File: src/rtl/rf_failsafe_pkg.sv
// Shared definitions for the RF failsafe ramp block: FSM state encodings,
// default amplitude width and saturating arithmetic helpers.
package rf_failsafe_pkg;

    // Encodings are visible on the debug status port and must stay fixed.
    typedef enum logic [2:0] {
        ST_IDLE      = 3'd0,
        ST_RAMP_UP   = 3'd1,
        ST_NORMAL    = 3'd2,
        ST_RAMP_DOWN = 3'd3,
        ST_FAULT     = 3'd4
    } state_t;

    localparam int unsigned AMP_W_DEFAULT = 16;

    // Working width of the helpers; callers zero-extend narrower words.
    localparam int unsigned HELP_W = 64;

    // Returns min(a + b, lim) without wrapping.
    function automatic logic [HELP_W-1:0] sat_add(input logic [HELP_W-1:0] a,
                                                  input logic [HELP_W-1:0] b,
                                                  input logic [HELP_W-1:0] lim);
        logic [HELP_W:0] s;
        s = {1'b0, a} + {1'b0, b};
        if (s > {1'b0, lim}) begin
            return lim;
        end
        return s[HELP_W-1:0];
    endfunction

    // Returns a - b, floored at zero.
    function automatic logic [HELP_W-1:0] sat_sub(input logic [HELP_W-1:0] a,
                                                  input logic [HELP_W-1:0] b);
        return (a > b) ? (a - b) : '0;
    endfunction

endpackage

File: src/rtl/rf_failsafe_ramp_tick.sv
// ramp_tick_gen: RAMP_DIV prescaler. Counts only while run=1, clears on clr,
// and pulses tick on the cycle the count equals DIV-1 before wrapping to 0.
module ramp_tick_gen #(
    parameter int unsigned DIV = 100
) (
    input  logic clk,
    input  logic rstn,
    input  logic run,
    input  logic clr,
    output logic tick
);

    localparam int unsigned CNT_W = (DIV > 1) ? $clog2(DIV) : 1;

    logic [CNT_W-1:0] cnt;

    assign tick = run && (cnt == CNT_W'(DIV - 1));

    // Prescaler counter: held at zero when idle or cleared, wraps after a tick.
    always_ff @(posedge clk) begin
        if (!rstn || clr || !run || tick) begin
            cnt <= '0;
        end else begin
            cnt <= cnt + CNT_W'(1);
        end
    end

endmodule

File: src/rtl/rf_failsafe_ramp.sv
// rf_failsafe_ramp: gates the AM carrier amplitude. Ramps up on enable, ramps
// down on disable or watchdog timeout; a watchdog ramp ends in a sticky FAULT
// that only a host rearm (with the watchdog quiet) clears.
// Optional build macro: RF_FAILSAFE_WARN_ATTEN_EN (attenuate by WARN_SHIFT
// while wd_warning is high in NORMAL).
module rf_failsafe_ramp
    import rf_failsafe_pkg::*;
#(
    parameter int unsigned AMP_W      = AMP_W_DEFAULT,
    parameter int unsigned RAMP_STEP  = 256,
    parameter int unsigned RAMP_DIV   = 100,
    parameter int unsigned WARN_SHIFT = 1
) (
    input  logic             clk,
    input  logic             rstn,
    input  logic             enable,
    input  logic             wd_triggered,
    input  logic             wd_warning,
    input  logic             rearm,
    input  logic [AMP_W-1:0] amp_in,
    output logic [AMP_W-1:0] amp_out,
    output logic             rf_en,
    output logic             fault_latched,
    output logic [2:0]       state
);

    state_t           state_q, state_d;
    logic [AMP_W-1:0] level_q, level_d;
    logic             cause_wd_q, cause_wd_d;
    logic             rf_en_q, fault_q;
    logic             tick;
    logic             ramping;
    logic [HELP_W-1:0] step_w;
    logic [HELP_W-1:0] up_w, down_w;

    function automatic logic [HELP_W-1:0] ext(input logic [AMP_W-1:0] v);
        return {{(HELP_W - AMP_W){1'b0}}, v};
    endfunction

    assign step_w  = HELP_W'(RAMP_STEP);
    assign up_w    = sat_add(ext(level_q), step_w, ext(amp_in));
    assign down_w  = sat_sub(ext(level_q), step_w);
    assign ramping = (state_q == ST_RAMP_UP) || (state_q == ST_RAMP_DOWN);

    ramp_tick_gen #(
        .DIV(RAMP_DIV)
    ) u_tick (
        .clk (clk),
        .rstn(rstn),
        .run (ramping),
        .clr (state_d != state_q),
        .tick(tick)
    );

`ifndef RF_FAILSAFE_WARN_ATTEN_EN
    logic unused_warn;
    assign unused_warn = ^{wd_warning, WARN_SHIFT[0]};
`endif

    // Next-state, next-level and fault-cause selection.
    always_comb begin
        state_d    = state_q;
        level_d    = level_q;
        cause_wd_d = cause_wd_q;
        case (state_q)
            ST_IDLE: begin
                level_d    = '0;
                cause_wd_d = 1'b0;
                if (enable && !wd_triggered) begin
                    state_d = ST_RAMP_UP;
                end
            end
            ST_RAMP_UP: begin
                if (wd_triggered) begin
                    state_d    = ST_RAMP_DOWN;
                    cause_wd_d = 1'b1;
                end else if (!enable) begin
                    state_d    = ST_RAMP_DOWN;
                    cause_wd_d = 1'b0;
                end else if (amp_in < level_q) begin
                    level_d = amp_in;
                    state_d = ST_NORMAL;
                end else if (tick) begin
                    level_d = up_w[AMP_W-1:0];
                    if (up_w[AMP_W-1:0] == amp_in) begin
                        state_d = ST_NORMAL;
                    end
                end
            end
            ST_NORMAL: begin
                if (wd_triggered) begin
                    state_d    = ST_RAMP_DOWN;
                    cause_wd_d = 1'b1;
                end else if (!enable) begin
                    state_d    = ST_RAMP_DOWN;
                    cause_wd_d = 1'b0;
                end else begin
`ifdef RF_FAILSAFE_WARN_ATTEN_EN
                    level_d = wd_warning ? (amp_in >> WARN_SHIFT) : amp_in;
`else
                    level_d = amp_in;
`endif
                end
            end
            ST_RAMP_DOWN: begin
                if (wd_triggered) begin
                    cause_wd_d = 1'b1;
                end
                // Reaching zero (already there, or on this tick) ends the ramp.
                if (level_q == '0) begin
                    state_d = cause_wd_d ? ST_FAULT : ST_IDLE;
                end else if (tick) begin
                    level_d = down_w[AMP_W-1:0];
                    if (down_w[AMP_W-1:0] == '0) begin
                        state_d = cause_wd_d ? ST_FAULT : ST_IDLE;
                    end
                end
            end
            ST_FAULT: begin
                level_d = '0;
                if (rearm && !wd_triggered) begin
                    state_d    = ST_IDLE;
                    cause_wd_d = 1'b0;
                end
            end
            default: begin
                state_d    = ST_IDLE;
                level_d    = '0;
                cause_wd_d = 1'b0;
            end
        endcase
    end

    // State, amplitude and registered status outputs.
    always_ff @(posedge clk) begin
        if (!rstn) begin
            state_q    <= ST_IDLE;
            level_q    <= '0;
            cause_wd_q <= 1'b0;
            rf_en_q    <= 1'b0;
            fault_q    <= 1'b0;
        end else begin
            state_q    <= state_d;
            level_q    <= level_d;
            cause_wd_q <= cause_wd_d;
            rf_en_q    <= (state_d == ST_RAMP_UP) || (state_d == ST_NORMAL) ||
                          (state_d == ST_RAMP_DOWN);
            fault_q    <= (state_d == ST_FAULT);
        end
    end

    assign amp_out       = level_q;
    assign rf_en         = rf_en_q;
    assign fault_latched = fault_q;
    assign state         = state_q;

endmodule

File: config.mk
export PLATFORM = sky130hd
export DESIGN_NAME = rf_failsafe_ramp
export DESIGN_NICKNAME = d
export VERILOG_FILES = /design/src/rtl/rf_failsafe_pkg.sv /design/src/rtl/rf_failsafe_ramp_tick.sv /design/src/rtl/rf_failsafe_ramp.sv
export SDC_FILE = /design/constraint.sdc
export NUM_CORES = 1
export LEC_CHECK = 0
export BUFFER_PORTS_ARGS = -buffer_cell sky130_fd_sc_hd__buf_4
export CAP_MARGIN = 20
export CORE_MARGIN = 1.5
export CORE_UTILIZATION = 51
export CTS_CLUSTER_SIZE = 8
export DETAILED_ROUTE_END_ITERATION = 10
export PLACE_DENSITY = 0.73
export REMOVE_ABC_BUFFERS = 1
export SYNTH_ARGS = -nofsm -noshare
export SYNTH_HDL_FRONTEND = slang
export SYNTH_SLANG_ARGS = --single-unit
File: constraint.sdc
create_clock -name clk -period 4.1 [get_ports clk]
set_input_delay 0.205 -clock clk [delete_from_list [all_inputs] [get_ports clk]]
set_output_delay 0.205 -clock clk [all_outputs]
set_load 0.005 [all_outputs]
==> impl_results.md <==
- Detail Route Antenna Nets: 0
- Synthesized cell area: approximately 0.003 sq mm
- R2R Path Start: amp_out[9]
- FF+latch count, synth: 29
- DR pass1 iterations: 5
- Tcrit/Tclk final: roughly nine tenths
- CTS Hold Bufs: 0
- Final setup fails: 0
- Power Density: ~400 mW/mm^2
- Global-route wire length before repair: approximately 13 mm
- Outcome: finished clean
- Pre-CTS WS: ~420 ps
- Max VDD drop: 0.207 mV
- Num CTS Buffers: 5
- Synth cell types: 66
- Die W: ~80 um
- Die area: between 0.006 and 0.007 sq mm
- Skew-Pair Late Insertion Delay: 290 ps
- Critical path required time: roughly 4300 ps
- MaxCap Viol Count: 0
- Yosys warning total: 0
- Initial DRC count: between 200 and 300
- Final TNS setup: 0 ps
- CP max-delay cell: dfxtp_1
- Clock Path Buffers: 2
- Gr usage total: between 20% and 30%
- Setup Buffers After CTS: 0
- Initial antenna violation count: 0
- Slowest Stage Delay on Critical Path: roughly 480 ps
- Post-synth top area share: ~19%
- R2r setup slk: roughly 370 ps
- Static Leak: between 0.0015 and 0.002 uW
- Asr flop ratio synth: 0%
- Final Wtd Congestion: a little over 0.9
- Syn Area/Cell: just over 8 sq um
- Clock root cell: clkbuf_8
- Initial Utilization: a little over half
- Via density: just over 6
- Mapped Cells: around 360
- Sequential area share after synthesis: about a fifth
- Pwr Total: between 1000 and 1500 uW
- DRT Wirelength: about 7.7 mm
- Register Area: 581 sq um
- CTS resizes: 0
- Number of port buffers: between 40 and 50
- Final nets: ~460
- Clk slew on worst S/H paths: approximately 70 ps
- Number of global-route vias before repair: ~2800
- Min-Delay Path Depth: 2
- Hold WC Path Type: input port to flop
- Multi-input logic area: between 0.002 and 0.0025 sq mm
- Post-DP HPWL: 5.88 mm
- Hold path start: amp_in[1]
- Final Skew: 4.10 ps
- Minimum clock period: around 3700 ps
- Critical path arrival: just under 4000 ps
- Crit path max-delay family: compound AO/OA/AOI/OAI gates
- Crit-path cells: ha_1, nand4_1, or2_2, xnor2_1, ha_1, a21oi_1, o22ai_1, a211o_1, a22o_1, o211ai_1, a21oi_4, buf_4, a221o_1
- DIE HEIGHT: ~80 um
- Final Hold Fails: 0
- Grt ovf: 0
- Drc violations: 0
- Slew HR: between 50% and 60%
- Capturing point of the worst reg2reg path: amp_out[9]
- Critical path buffer and inverter count: 1
- Ant diodes: 0
- Core area: between 0.005 and 0.006 sq mm
- Final Max Tran Viols: 0
- WL/cell: approximately 16 um
- Boundary Pins: 43
- RSZ-0062 raised after global routing: no
- Critical Path Start Type: flop
- Vias: between 2000 and 3000
- Main flop type after synthesis: dfxtp_1
- CP max FO: 16
- Area grow syn2layout: 16.0%
- Share of cells above drive strength 1: a little under a fifth
- Max Clk Rate: approximately 270 MHz
- Number of fill cells in the layout: between 500 and 600
- Critical Path Sink Type: flop
- Inst Count DP: 469
- Largest net degree at the start of global routing: 17
- Crit Path Class: flop to flop
- Critical Path Most Common Cell: ha_1
- Number of flops mapped to enable cells by yosys: 0
- Final cell count without fillers: around 480
- CTS tree: done
- Std-Cell Rows: 27
- Post-route setup slack: approximately 370 ps
- Hold Path End: amp_out[1]
- R2R cell count: 13
- # H-tree levels: 2
- Yosys top cell by area: dfxtp_1
- Worst Max-Slew Pin Slew: 677 ps
- Sink Count: 29
- Top cells by area, synth: dfxtp_1, ha_1, xnor2_1
==> synth_stat cells (4+ instances only) <==
cell type / n
ha_1: 37
a221o_1: 8
xnor2_1: 24
and4_1: 7
nor2_1: 17
nor4_1: 9
nor3_1: 17
inv_1: 40
o21ai_0: 16
clkbuf_1: 4
nand2_1: 22
dfxtp_1: 29
nand4_1: 10
a21oi_1: 20
nand3_1: 10
xor2_1: 4
buf_2: 4
o21a_1: 4
a22o_1: 9
a211oi_1: 4
==> state kept, by name, indices dropped and copies added (netlist names) <==
name           flops
rf_en              1
amp_out           16
fault_latched      1
u_tick.cnt         7
cause_wd_q         1
state              3
==> cells by family (layout without fill, tap and decap cells) <==
logic type,Yosys count,after routing,share of synthesized area [%]
flops,29,29,19.3
simple gates,115,115,21.4
xor+xnor,31,31,10.4
fa+ha+maj,37,37,15.4
compound gates,97,97,25.9
buf+inv,54,96,7.64
==> power by group <==
| group | switching, uW | internal, uW |
|---|---|---|
| clock network | 132 | 182 |
| logic | 444 | 298 |
| registers | 43.6 | 313 |
| total | 620 | 794 |
==> routing by layer <==
| metal | vias up | global-route usage [%] | routed length [um] |
|---|---|---|---|
| met1 | 1336 | 34.6 | 3520 |
| met2 | 102 | 43.6 | 3620 |
| li1 | 1429 | - | - |
| met3 | 12 | 3.89 | 476 |
| met5 | - | 0 | 0 |
| met4 | 0 | 8.97 | 93 |
==> worst reg2reg max path: cells and delay by family (launching register included) <==
kind                       cells  cell delay [ps]
buffers and inverters          1              210
and+or+nand+nor                2              580
AOI/OAI and AO/OA              7             1530
DFF                            1              480
adders and majority gates      2              610
xor gates and xnor gates       1              200
==> stage by stage <==
stage	hold slack [ps]	instance area, sq um	utilization, %
final	162	3490	62.3
after global routing	161	3490	62.3
after CTS	157	3490	62.3
after detailed placement	448	3380	60.3
after global placement	439	3380	60.3
after floorplan	338	2940	-
==> worst max path at each step <==
stage | from | to | slack, ps | depth (start not counted)
global placement | amp_out[9] | amp_out[9] | 500 | 13
CTS | amp_out[9] | amp_out[9] | 410 | 13
floorplan | amp_out[8] | amp_out[11] | 830 | 12
detailed placement | amp_out[9] | amp_out[9] | 420 | 13
finish | amp_out[9] | amp_out[9] | 370 | 13
global route | amp_out[9] | amp_out[9] | 140 | 13
==> cells in the final DEF, fill, tap and decap left out, types with 4 or more instances in the layout <==
master,synthesis,routed
nor4_1,9,9
o21a_1,4,4
nand2_1,22,22
a221o_1,8,8
ha_1,37,37
and4_1,7,7
xnor2_1,24,24
xor2_1,4,4
o21ai_0,16,16
clkbuf_8,0,5
a22o_1,9,9
buf_4,0,47
inv_1,40,40
nand3_1,10,10
nor2_1,17,17
a211oi_1,4,4
nor3_1,17,17
dfxtp_1,29,29
nand4_1,10,10
a21oi_1,20,20
==> cell type report <==
| cell class | count | share of cell area [%] |
|---|---|---|
| Multi-Input combinational cell | 280 | 63.0 |
| Sequential cell | 29 | 16.6 |
| Timing Repair Buffer | 47 | 10.1 |
| Inverter | 41 | 4.40 |
| Tap cell | 72 | 2.58 |
| Clock buffer | 5 | 1.97 |
| Clock inverter | 3 | 1.32 |
No activity file was read; power rests on OpenSTA's default activity.
